`src/rtl/seg_display_arbiter.sv`:
```
// Two-requester round-robin writer for a double-buffered 4-digit multiplexed
// seven-segment display with dwell/brightness scan. Optional: `LEADING_ZERO_BLANK_EN.
module seg_display_arbiter #(
  parameter int DWELL_CYCLES = 8,
  parameter int CNT_W        = 4
) (
  input  logic        div_clk,
  input  logic        reset,
  input  logic        req_a,
  input  logic [19:0] data_a,
  input  logic        req_b,
  input  logic [19:0] data_b,
  input  logic [2:0]  brightness,
  output logic        gnt_a,
  output logic        gnt_b,
  output logic [3:0]  an,
  output logic [6:0]  seg,
  output logic        dp
);

  localparam logic [CNT_W-1:0] DWELL_LAST = CNT_W'(DWELL_CYCLES - 1);

  typedef enum logic {
    OWNER_A = 1'b0,
    OWNER_B = 1'b1
  } owner_e;

  owner_e           last_grant_q, last_grant_d;
  logic [19:0]      shadow_q, shadow_d;
  logic [19:0]      active_q, active_d;
  logic [CNT_W-1:0] dwell_cnt_q, dwell_cnt_d;
  logic [1:0]       digit_idx_q, digit_idx_d;
  logic             gnt_a_q, gnt_a_d;
  logic             gnt_b_q, gnt_b_d;
  logic [3:0]       an_q, an_d;
  logic [6:0]       seg_q, seg_d;
  logic             dp_q, dp_d;

  logic             grant_a, grant_b;
  logic             dwell_wrap, frame_edge, slot_on;
  logic [3:0]       digit_nib, dp_en;
  logic [3:0]       lz_blank;

  function automatic logic [6:0] hex7seg(input logic [3:0] nib);
    logic [6:0] s;
    case (nib)
      4'h0:    s = 7'b1000000;
      4'h1:    s = 7'b1111001;
      4'h2:    s = 7'b0100100;
      4'h3:    s = 7'b0110000;
      4'h4:    s = 7'b0011001;
      4'h5:    s = 7'b0010010;
      4'h6:    s = 7'b0000010;
      4'h7:    s = 7'b1111000;
      4'h8:    s = 7'b0000000;
      4'h9:    s = 7'b0010000;
      4'hA:    s = 7'b0001000;
      4'hB:    s = 7'b0000011;
      4'hC:    s = 7'b1000110;
      4'hD:    s = 7'b0100001;
      4'hE:    s = 7'b0000110;
      default: s = 7'b0001110;
    endcase
    return s;
  endfunction

  // Round robin: on contention the side that did not win last time goes.
  always_comb begin
    grant_a = 1'b0;
    grant_b = 1'b0;
    if (req_a && req_b) begin
      if (last_grant_q == OWNER_B) begin
        grant_a = 1'b1;
      end else begin
        grant_b = 1'b1;
      end
    end else begin
      grant_a = req_a;
      grant_b = req_b;
    end
  end

  always_comb begin
    last_grant_d = last_grant_q;
    shadow_d     = shadow_q;
    gnt_a_d      = grant_a;
    gnt_b_d      = grant_b;
    if (grant_a) begin
      shadow_d     = data_a;
      last_grant_d = OWNER_A;
    end else if (grant_b) begin
      shadow_d     = data_b;
      last_grant_d = OWNER_B;
    end
  end

  // Active takes the pre-edge shadow, so a same-edge grant waits a frame.
  always_comb begin
    dwell_wrap  = (dwell_cnt_q == DWELL_LAST);
    frame_edge  = dwell_wrap && (digit_idx_q == 2'd3);
    dwell_cnt_d = dwell_wrap ? '0 : dwell_cnt_q + CNT_W'(1);
    digit_idx_d = dwell_wrap ? digit_idx_q + 2'd1 : digit_idx_q;
    active_d    = frame_edge ? shadow_q : active_q;
  end

`ifdef LEADING_ZERO_BLANK_EN
  // A digit is a leading zero when it and every higher nibble are zero.
  assign lz_blank[0] = 1'b0;
  for (genvar gi = 1; gi < 4; gi++) begin : g_lz
    assign lz_blank[gi] = (active_d[15:4*gi] == '0);
  end
`else
  assign lz_blank = 4'b0000;
`endif

  // Outputs are driven from the post-edge counter and frame values.
  always_comb begin
    digit_nib = active_d[{digit_idx_d, 2'b00} +: 4];
    dp_en     = active_d[19:16];
    slot_on   = (32'(dwell_cnt_d) <= 32'(brightness));
    an_d      = 4'b1111;
    seg_d     = 7'b1111111;
    dp_d      = 1'b1;
    if (slot_on) begin
      an_d  = ~(4'b0001 << digit_idx_d);
      seg_d = lz_blank[digit_idx_d] ? 7'b1111111 : hex7seg(digit_nib);
      dp_d  = ~dp_en[digit_idx_d];
    end
  end

  always_ff @(posedge div_clk or posedge reset) begin
    if (reset) begin
      last_grant_q <= OWNER_B;
      shadow_q     <= '0;
      active_q     <= '0;
      dwell_cnt_q  <= DWELL_LAST;
      digit_idx_q  <= 2'd3;
      gnt_a_q      <= 1'b0;
      gnt_b_q      <= 1'b0;
      an_q         <= 4'b1111;
      seg_q        <= 7'b1111111;
      dp_q         <= 1'b1;
    end else begin
      last_grant_q <= last_grant_d;
      shadow_q     <= shadow_d;
      active_q     <= active_d;
      dwell_cnt_q  <= dwell_cnt_d;
      digit_idx_q  <= digit_idx_d;
      gnt_a_q      <= gnt_a_d;
      gnt_b_q      <= gnt_b_d;
      an_q         <= an_d;
      seg_q        <= seg_d;
      dp_q         <= dp_d;
    end
  end

  assign gnt_a = gnt_a_q;
  assign gnt_b = gnt_b_q;
  assign an    = an_q;
  assign seg   = seg_q;
  assign dp    = dp_q;

endmodule

```
`config.mk`:
```
export PLATFORM = sky130hd
export DESIGN_NAME = seg_display_arbiter
export DESIGN_NICKNAME = d
export VERILOG_FILES = /design/src/rtl/seg_display_arbiter.sv
export SDC_FILE = /design/constraint.sdc
export NUM_CORES = 1
export LEC_CHECK = 0
export ABC_CLOCK_PERIOD_IN_PS = 3800
export CORE_MARGIN = 3
export CORE_UTILIZATION = 52
export DETAILED_ROUTE_END_ITERATION = 16
export PLACE_DENSITY = 0.9
export REMOVE_ABC_BUFFERS = 1
export SLEW_MARGIN = 20
export SYNTH_ARGS = -nofsm -noshare
export SYNTH_HDL_FRONTEND = slang
export SYNTH_SLANG_ARGS = --single-unit
```
`constraint.sdc`:
```
create_clock -name div_clk -period 3.8 [get_ports div_clk]
set_input_delay 0.38 -clock div_clk [delete_from_list [all_inputs] [get_ports div_clk]]
set_output_delay 0.38 -clock div_clk [all_outputs]
set_load 0.02 [all_outputs]
```
==> implementation parameters, run 1 <==
Parameter                              Value

Power
  Sequential cell fraction of total power ... 45.4%
  Peak supply drop ... 0.000293 V
  Switching pwr ... 448 uW
  Switch share ... 26.1%
  Share of total power in combinational logic ... 21.8%
  Power density over the cells ... 426 mW/mm^2
  Leakage power figure ... 1.78 nW
  Internal Pwr Total ... 1.27 mW
  Share of power burned in the clock network ... 32.7%

Clocking
  Clock buffers created by TritonCTS ... 9
  Insertion delay to the later sink of the worst-skew pair ... 340 ps
  Resize count post-CTS ... 0
  Htree depth ... 3
  Number of buffers inserted by post-CTS setup repair ... 0
  TritonCTS clock tree ... yes
  Buffer depth of the longest clock path ... 2
  Buffer cell driving the clock tree root ... clkbuf_8
  Hold-fix buffer count after cts ... 0
  Number of sinks handled by clock tree synthesis ... 61
  Post-CTS clock slew at the launch and capture registers of the worst setup and hold paths ... 70 ps

STA
  Count of endpoints failing setup in the final report ... 0
  Highest clock rate ... 0.308 GHz
  RSZ-0062 raised after global routing ... false
  Final TNS setup ... 0 ps
  Min Clock Period, post-route ... 3250 ps
  Slew margin rel. ... 40.9%
  Final-report hold violation count ... 0
  Final setup skew ... 8.60 ps
  Worst Tran Pin Value ... 883 ps
  Final count of pins violating max slew ... 0
  WHS ... 384 ps
  Final critical-path share of the clock period ... 85.5%

Drt
  Number of remaining DRC errors ... 0
  Vias per cell ... 5.55
  Drt total wl ... 6450 um
  Average wire per cell in the routed design ... 15.2 um
  Count of antenna-violating nets left after detailed routing ... 0
  Number of vias in the routed layout ... 2355
  Drt first pass iters ... 4
  Detailed Route Iter0 Violations ... 62

Synthesis
  Synth top area share ... 33.6%
  Post-Syn Area per Cell ... 11.2 um^2
  Count of different cell masters after synthesis ... 46
  Ys flop type ... dfrtp_1
  Async S/R FF share, synth ... 100%
  Total standard cell area after synthesis ... 0.00320 mm^2
  Count of flip-flops with a built-in enable after synthesis ... 0
  Yosys warning count ... 0
  Top area cells in the synthesized netlist ... dfrtp_1 (34%), mux2_2 (15%), dfstp_2 (15%)
  Post-synthesis instance total ... 286
  Cell accounting for the most synthesized area ... dfrtp_1
  Sequential cell area fraction in the yosys report ... 48.4%
  Post-synthesis register bit count ... 61

Global routing
  Largest net degree at the start of global routing ... 39
  Number of global-route vias before repair ... 2425
  Total overflow reported by the global router ... 0
  Number of antenna violations at the first check in global routing ... 0
  Gr usage total ... 19.3%
  Global-route wire length before repair ... 11000 um

Place
  Final weighted congestion of routability-driven global placement ... 0.850
  Number of I/O port buffers ... 60
  HPWL after detailed placement ... 4580 um

Cells and area
  Share of cells above drive strength 1 ... 25.9%
  Layout Area Growth over Synthesis ... 26.2%
  Antenna fix cells ... 0
  Area occupied by multi-input gates ... 0.00151 mm^2
  Layout fillers ... 418
  Area taken by flip-flops and latches ... 0.00155 mm^2
  Most common cell after layout, fill and taps aside ... clkdlybuf4s50_1
  Count of nets after finishing ... 405
  Commonest cells after routing, fill and taps aside ... clkdlybuf4s50_1 (60), nor2_1 (45), mux2_2 (44)

Setup path
  Worst setup slack for register-to-register paths ... 550 ps
  Required time of the worst setup path ... 4040 ps
  Endpoint of the lowest-slack register-to-register path ... seg[0]
  Setup crit start kind ... register
  Capturing element type of the critical path ... register
  Crit Path Category ... register to register
  Max stage delay cell, worst path ... dfstp_2
  CP Cell Sequence ... ha_1 > nand4b_4 > mux2_2 > mux2_2 > mux2i_2 > inv_1 > ha_1 > or3_1 > o221ai_1 > nand2_1
  Critical path peak fanout ... 22
  Data arrival time of the critical path ... 3490 ps
  CP peak stage delay ... 630 ps
  Worst flop-to-flop path startpoint ... digit_idx_q[0]
  Worst reg-to-reg path cell count ... 10

Min path
  Worst hold path class ... primary input to async pin

Run status
  Status ... complete, no violations

Run
  Max-Cap Viols ... 0

Die
  Placement Rows ... 27
  Full die area ... 0.00713 mm^2
  Chip Width ... 84.4 um
  Height of the die ... 84.4 um
  Number of I/O pins ... 61
  Effective utilization at floorplan ... 55.7%
  Area inside the core boundary ... 0.00574 mm^2
-- worst max-delay path by stage --
stage	start	slack, ps	cells past startpoint	to
detailed placement	digit_idx_q[0]	540	10	seg[0]
CTS	digit_idx_q[0]	520	10	seg[0]
finish	digit_idx_q[0]	550	10	seg[0]
global route	digit_idx_q[0]	360	10	seg[0]
global placement	digit_idx_q[0]	650	10	seg[0]
floorplan	digit_idx_q[0]	760	10	seg[0]
-- critical path: cells and delay by family, from the launching register on --
| kind | cells | cell delay, ps |
|---|---|---|
| multiplexers | 3 | 970 |
| AND/OR/NAND/NOR | 3 | 820 |
| flip-flops | 1 | 630 |
| adder cells (fa/ha/maj) | 2 | 490 |
| buffers and inverters | 1 | 150 |
| AO/OA/AOI/OAI | 1 | 70 |
-- through the flow --
step	worst slack (ps)	cells	utilization (%)	total power, mW	area (um^2)
after floorplan	759	273	-	1.01	3120
after global placement	654	408	66.8	1.15	3840
after detailed placement	540	408	66.8	1.17	3840
after CTS	518	424	70.3	1.74	4040
after global routing	364	424	70.3	1.81	4040
final	552	424	70.3	1.72	4040
-- metal layers --
layer | part of all wire [%] | track usage (%)
met1 | 41 | 22.3
met4 | 2.1 | 7.77
met5 | 0 | 0
met2 | 51 | 33.3
met3 | 5.6 | 5.99
-- synthesized netlist by cell type, types with 2 or more instances --
cell      count
mux2i_1       7
nor2_1       45
o211ai_1      2
nor3_1        2
o22ai_1      20
a21boi_0      2
o221ai_1      2
dfstp_2      18
clkbuf_1      7
ha_1         11
xnor2_2       2
buf_6         3
mux2_2       44
a21oi_1       4
buf_1         2
nand2_1      19
inv_1        17
nand3_1       9
dfrtp_1      43
-- final cells by class --
cell class / count / area share [%]
clock buffer: 16 / 4.96
sequential: 61 / 38.4
tap: 72 / 2.23
timing repair buffer: 63 / 15.4
inverter: 18 / 1.67
multi-input combinational: 194 / 37.3
-- logic make-up after synthesis --
kind of cell,share of synthesized area (%)
buffers and inverters,4.46
AOI/OAI and AO/OA,8.57
muxes,21.2
and+or+nand+nor,11.8
xor gates and xnor gates,1.29
adders and majority gates,4.30
DFF,48.4
-- power by group through the flow --
stage	logic, mW	registers, mW	clock network, mW
after floorplan	0.204	0.807	0
after global placement	0.361	0.788	0
after detailed placement	0.374	0.791	0
after CTS	0.378	0.781	0.576
after global routing	0.409	0.791	0.608
final	0.375	0.780	0.562
-- flip-flops by register name (all words and copies together), names as in the netlist --
name / cells
active_q: 20
an: 4
digit_idx_q: 2
dp: 1
dwell_cnt_q: 4
gnt_a: 1
gnt_b: 1
last_grant_q: 1
seg: 7
shadow_q: 20
Note: power is estimated with default switching activity, not from simulation.
==> run 2, diff against run 1 <==
--- a/config.mk
+++ b/config.mk
@@ -5,11 +5,11 @@
 export SDC_FILE = /design/constraint.sdc
 export NUM_CORES = 1
 export LEC_CHECK = 0
-export ABC_CLOCK_PERIOD_IN_PS = 3800
+export ABC_CLOCK_PERIOD_IN_PS = 3700
 export CORE_MARGIN = 3
-export CORE_UTILIZATION = 52
+export CORE_UTILIZATION = 40
 export DETAILED_ROUTE_END_ITERATION = 16
-export PLACE_DENSITY = 0.9
+export PLACE_DENSITY = 0.74
 export REMOVE_ABC_BUFFERS = 1
 export SLEW_MARGIN = 20
 export SYNTH_ARGS = -nofsm -noshare
==> constraint.sdc (replaced) <==
create_clock -name div_clk -period 3.7 [get_ports div_clk]
set_input_delay 0.37 -clock div_clk [delete_from_list [all_inputs] [get_ports div_clk]]
set_output_delay 0.37 -clock div_clk [all_outputs]
set_load 0.02 [all_outputs]
==> run 2 against run 1 <==
Net effect: first-iteration DRC count shrank 15%; routed wire length shrank 0.64%; flip-flop and latch count is the same; power grew 0.14%; clock skew shrank 1.7 ps; sequential power grew 2.6%; critical endpoint unchanged.
==> implementation parameters, run 2 (same netlist as run 1, synthesis figures left out) <==
Parameter                              Value

Place
  HPWL after detailed placement ... 4630 um (+0.98%)
  Final weighted congestion of routability-driven global placement ... 0.815 (-4.1%)
  Pre-CTS setup slack ... 451 ps (-88.6 ps)
  Number of I/O port buffers ... 60 (unchanged)

Setup path
  Max stage delay cell, worst path ... dfstp_2
  Setup crit start kind ... register
  Crit Path Category ... register to register
  Capturing element type of the critical path ... register
  Critical path peak fanout ... 22 (unchanged)
  CP Cell Sequence ... ha_1 > nand4b_4 > mux2_2 > mux2_2 > mux2i_2 > inv_1 > ha_1 > or3_1 > o221ai_1 > nand2_1
  Data arrival time of the critical path ... 3500 ps (about the same)
  CP peak stage delay ... 530 ps (-100 ps)
  Required time of the worst setup path ... 3960 ps (-80 ps)

Drt
  Drt first pass iters ... 4 (unchanged)
  Drt total wl ... 6410 um (-0.64%)
  Vias per cell ... 5.12 (-7.8%)
  Average wire per cell in the routed design ... 14.1 um (-7.0%)
  Count of antenna-violating nets left after detailed routing ... 0 (unchanged)
  Number of remaining DRC errors ... 0 (unchanged)
  Number of vias in the routed layout ... 2321 (-1.4%)
  Detailed Route Iter0 Violations ... 53 (-15%)

Power
  Peak supply drop ... 0.000198 V (-33%)
  Power density over the cells ... 423 mW/mm^2 (-0.60%)
  Leakage power figure ... 1.78 nW (about the same)
  Total power after layout ... 1.72 mW (+0.14%)

Min path
  Worst hold path class ... primary input to async pin

STA
  Slew margin rel. ... 46.3% (+5.4 points)
  RSZ-0062 raised after global routing ... false
  Final setup skew ... 6.86 ps (-1.74 ps)
  Highest clock rate ... 0.309 GHz (+0.33%)
  Final TNS setup ... 0 ps (unchanged)
  Final count of pins violating max slew ... 0 (unchanged)
  Worst Tran Pin Value ... 803 ps (-80.0 ps)
  Min Clock Period, post-route ... 3240 ps (-10.6 ps)
  Final-report hold violation count ... 0 (unchanged)
  Min setup slack post-route ... 463 ps (-89.4 ps)
  Count of endpoints failing setup in the final report ... 0 (unchanged)
  Final critical-path share of the clock period ... 87.5% (+2.0 points)

Die
  Area inside the core boundary ... 0.00749 mm^2 (+30%)
  Chip Width ... 95.4 um (+13%)
  Height of the die ... 95.4 um (+13%)
  Placement Rows ... 31 (+15%)
  Effective utilization at floorplan ... 42.7% (-13 points)
  Number of I/O pins ... 61 (unchanged)
  Full die area ... 0.00910 mm^2 (+28%)

Cells and area
  Layout Area Growth over Synthesis ... 27.2%
  Commonest cells after routing, fill and taps aside ... clkdlybuf4s50_1 (60), nor2_1 (45), mux2_2 (44)
  Antenna fix cells ... 0 (unchanged)
  Count of nets after finishing ... 407 (+0.49%)
  Area taken by flip-flops and latches ... 0.00155 mm^2 (unchanged)
  Share of cells above drive strength 1 ... 26.0% (+0.14 points)
  Final core utilization ... 54.3% (-16 points)
  Most common cell after layout, fill and taps aside ... clkdlybuf4s50_1
  Layout fillers ... 663 (+59%)
  Area occupied by multi-input gates ... 0.00151 mm^2 (unchanged)

Clocking
  Number of sinks handled by clock tree synthesis ... 61 (unchanged)
  Post-CTS clock slew at the launch and capture registers of the worst setup and hold paths ... 60 ps (about the same)
  TritonCTS clock tree ... yes
  Hold-fix buffer count after cts ... 0 (unchanged)
  Htree depth ... 3 (unchanged)
  Number of buffers inserted by post-CTS setup repair ... 0 (unchanged)
  Buffer cell driving the clock tree root ... clkbuf_8
  Resize count post-CTS ... 0 (unchanged)
  Clock buffers created by TritonCTS ... 9 (unchanged)
  Buffer depth of the longest clock path ... 2 (unchanged)
  Insertion delay to the later sink of the worst-skew pair ... 340 ps (about the same)

Global routing
  Number of antenna violations at the first check in global routing ... 0 (unchanged)
  Total overflow reported by the global router ... 0 (unchanged)
  Gr usage total ... 15.6% (-3.7 points)
  Global-route wire length before repair ... 10800 um (-1.4%)
  Number of global-route vias before repair ... 2347 (-3.2%)
  Largest net degree at the start of global routing ... 44 (+13%)

Run
  Max-Cap Viols ... 0 (unchanged)

Run status
  Status ... complete, no violations
run 2: cell count changes in the layout (fill, tap and decap cells not counted), sizes merged:
cell / change
clkbuf: -1
clkinv: +1
buf: +2
run 2: layer usage:
metal,track usage (%),wire length (um),up-vias
li1,-,-,1129
met1,19.9,2900,1115
met2,25.4,3010,66
met3,4.81,413,11
met4,4.98,87,0
met5,0,0,-
run 2: metrics by stage:
stage                     hold slack [ps]  std cells  area [um^2]
after global routing                  375        453         4070
after detailed placement              465        437         3880
after CTS                             337        453         4070
final                                 340        453         4070
after floorplan                       441        273         3120
after global placement                463        437         3880
run 2: layout make-up:
class	instances	area share, %
tap	99	3.05
clock inverter	1	0.123
sequential	61	38.1
multi-input combinational	194	37.0
timing repair buffer	65	15.7
inverter	18	1.66
clock buffer	15	4.34
run 2: path summary, 6_finish.rpt:
check	from	to	slack [ps]	cells after the start
min in group div_clk	active_q[19]	active_q[19]	470	2
max reg2reg	dwell_cnt_q[0]	seg[0]	460	10
min reg2reg	active_q[19]	active_q[19]	470	2
min	reset	active_q[19]	340	2
max	dwell_cnt_q[0]	seg[0]	460	10
max in group asynchronous	reset	digit_idx_q[1]	2500	3
run 2: report_power, final:
group / total (mW) / internal [mW] / switching, mW
sequential: 0.800 / 0.765 / 0.0344
combinational: 0.385 / 0.204 / 0.181
clock: 0.536 / 0.298 / 0.238
run 2: worst max-delay path, delay by kind of cell (launching register included):
kind            cells  cell delay (ps)
mux                 3              970
simple gates        3              860
fa+ha+maj           2              560
flops               1              530
buf+inv             1              150
compound gates      1               80
==> run 3, diff against run 2 <==
--- a/config.mk
+++ b/config.mk
@@ -5,12 +5,12 @@
 export SDC_FILE = /design/constraint.sdc
 export NUM_CORES = 1
 export LEC_CHECK = 0
-export ABC_CLOCK_PERIOD_IN_PS = 3700
 export CORE_MARGIN = 3
 export CORE_UTILIZATION = 40
 export DETAILED_ROUTE_END_ITERATION = 16
 export PLACE_DENSITY = 0.74
 export REMOVE_ABC_BUFFERS = 1
+export SKIP_CTS_REPAIR_TIMING = 1
 export SLEW_MARGIN = 20
 export SYNTH_ARGS = -nofsm -noshare
 export SYNTH_HDL_FRONTEND = slang
==> results of run 3 <==
The final DEF is identical to that of run 2; final timing and power are the same.
==> edit, RTL diff (flow settings as in run 1) <==
The parameter `DWELL_CYCLES` goes from 8 to 6.
--- a/src/rtl/seg_display_arbiter.sv
+++ b/src/rtl/seg_display_arbiter.sv
@@ -1,7 +1,7 @@
 // Two-requester round-robin writer for a double-buffered 4-digit multiplexed
 // seven-segment display with dwell/brightness scan. Optional: `LEADING_ZERO_BLANK_EN.
 module seg_display_arbiter #(
-  parameter int DWELL_CYCLES = 8,
+  parameter int DWELL_CYCLES = 6,
   parameter int CNT_W        = 4
 ) (
   input  logic        div_clk,
Check against the original RTL: not equivalent (Yosys sat finds a counterexample within 10 cycles, from zero or initial values and one cycle with reset high).
==> edit against run 1 <==
Clock power down 6.0%. Critical path depth shrank 1. Setup slack got worse by 0.065 ns. Sequential cell count unchanged. Power decreased by 2.8%. Design area shrank 2.2%. Core utilization decreased by 0.73 points. Maximum frequency fell by 2.0%. Global-route usage fell by 0.13 points. Largest power group unchanged. Sequential power hardly changed. Synthesized area is 2.1% lower. Clock skew about the same. Wire length barely moved. Die area decreased by 2.0%.
==> edit: results (changes against run 1) <==
RUN_STATUS='finished, final reports clean'
DR.FIRST_ITER.DRC_COUNT=166  # +170%
TIGHTEST_SLEW_MARGIN_RELATIVE_TO_THE_LIMIT_PCT=42.03  # +1.1 points
YOSYS.CELL_TYPES.COUNT=47  # +2.2%
FINALNETCOUNT=390  # -3.7%
SYN-MEAN-INSTANCE-AREA_SQ_UM=11.43  # +2.2%
CRITICAL_PATH.STARTPOINT_TYPE='register'
ANTENNA-DIODE-COUNT=0  # unchanged
FIN_SKEW_NS=0.008575  # -0.00002015 ns
GRT_ANTENNA_BEFORE_REPAIR=0  # unchanged
WL_MM=6.441  # about the same
CLOCKBUFFERDEPTH=2  # unchanged
YOSYS-TOP-CELLS-COUNT='dfrtp_1, nor2_1, mux2_2, o22ai_1, dfstp_2'
CTS_ROOT_BUF='clkbuf_8'
DETAILEDROUTE.FIRSTPASSITERATIONCOUNT=4  # unchanged
TIMING.RR.START='dwell_cnt_q[0]'
GRT_START_MAX_NET_PINS=33  # -15%
PLACE.DETAILED.HPWL_MM=4.564  # -0.42%
CTS_REPAIR_RESIZE_COUNT=0  # unchanged
YS_DOMINANT_REG_CELL='dfrtp_1'
LAYOUT.FILLER_CELLS=439  # +5.0%
REG2REG_SLACK_NS=0.49  # -0.07 ns
FINAL_LAYOUT_SIZE_SUFFIX_GT1_SHARE_PCT=23.37  # -2.5 points
GP_ROUTABILITY_CONGESTION=0.8485  # -0.14%
PORT_BUFFERS=60  # unchanged
ROUTEDWLPERCELL_MICRONS=15.71  # +3.3%
CLK_PIN_SLEW_NS=0.06
DEPTH_OF_THE_WORST_REGISTER_TO_REGISTER_PATH=9  # -1
H-TREE-DEPTH=3  # unchanged
MIN-DELAY-PATH-CLASS='primary input to async pin'
POSTCTSSETUPREPAIRBUFS=0  # unchanged
CTS-BUFFERS-INSERTED=9  # unchanged
YS_ASYNC_SR_FRACTION_PCT=100.0  # unchanged
P_LEAK_nW=1.719  # -3.6%
POST_SYNTHESIS_SEQUENTIAL_AREA_RATIO_PCT=49.44  # +1.0 points
NETLIST_TOP_CELLS_AREA='dfrtp_1, dfstp_2, mux2_2, nor2_1, o22ai_1'
ALL_LAYER_GLOBAL_ROUTING_USAGE_PCT=19.15  # -0.13 points
CRITICAL_PATH_PEAK_FANOUT=26  # +18%
MAX-VDD-IR-DROP_mV=0.2213  # -25%
WORSTREG2REGEND='seg[3]'
DETAIL_ROUTED_VIA_COUNT_PER_CELL=5.573  # +0.34%
GRT_PASS1_WL_MM=10.94  # -0.37%
FIRST_GLOBAL_VIAS=2291  # -5.5%
CLOCK_LATENCY_NS=0.33
YOSYS_WARNINGS=0  # unchanged
## edit: area by class of cell
type / instances / share of cell area (%)
clock buffers: 15 / 4.469
clock inverters: 1 / 0.1268
inverters: 16 / 1.680
multi-input cells: 182 / 36.45
flip-flops and latches: 61 / 39.21
well taps: 72 / 2.282
repair buffers: 63 / 15.78
## edit: per-layer routing
layer | wire length [microns] | GRT usage (%) | vias to the layer above
met5 | 0 | 0 | -
met4 | 75 | 7.018 | 0
met3 | 341 | 3.850 | 7
met2 | 3170 | 31.60 | 65
met1 | 2854 | 24.98 | 1120
li1 | - | - | 1093
## edit: kinds of logic after synthesis
logic type / Yosys count / share of synthesized area (%)
compound gates: 49 / 11.07
xor+xnor: 2 / 1.159
fa+ha+maj: 10 / 3.997
buf+inv: 31 / 4.596
flops: 61 / 49.44
mux: 48 / 19.02
simple gates: 73 / 10.71
## edit: worst max path at each step
stage                    from  endpoint  slack, ns  depth (start not counted)
6_report       dwell_cnt_q[0]    seg[3]       0.49                          9
5_1_grt        dwell_cnt_q[0]    seg[3]       0.26                          9
4_1_cts        dwell_cnt_q[0]    seg[3]       0.48                          9
3_5_place_dp   dwell_cnt_q[0]    seg[3]       0.50                          9
3_3_place_gp   dwell_cnt_q[0]    seg[3]       0.64                          9
2_1_floorplan  dwell_cnt_q[0]    seg[3]       0.88                          9
## edit: metrics by stage
step	hold WS, ns	area (sq um)	setup WS (ns)
floorplan	0.4450	3053	0.8758
global placement	0.4557	3766	0.6368
detailed placement	0.4675	3766	0.4981
CTS	0.4625	3948	0.4758
global route	0.4977	3948	0.2628
finish	0.4550	3948	0.4869
## edit: power by group
part / switching, mW / internal, mW
sequential: 0.0350 / 0.745
combinational: 0.171 / 0.191
clock: 0.238 / 0.290
## edit: worst max-delay path, cell delays in order (launching register included)
cell and delay, ns:
dfstp_2 0.58, and4bb_1 0.53, nand2_4 0.30, mux2_2 0.36
o221ai_1 0.55, inv_1 0.15, ha_1 0.26, mux2_4 0.27
mux2i_1 0.12, nand2_1 0.08
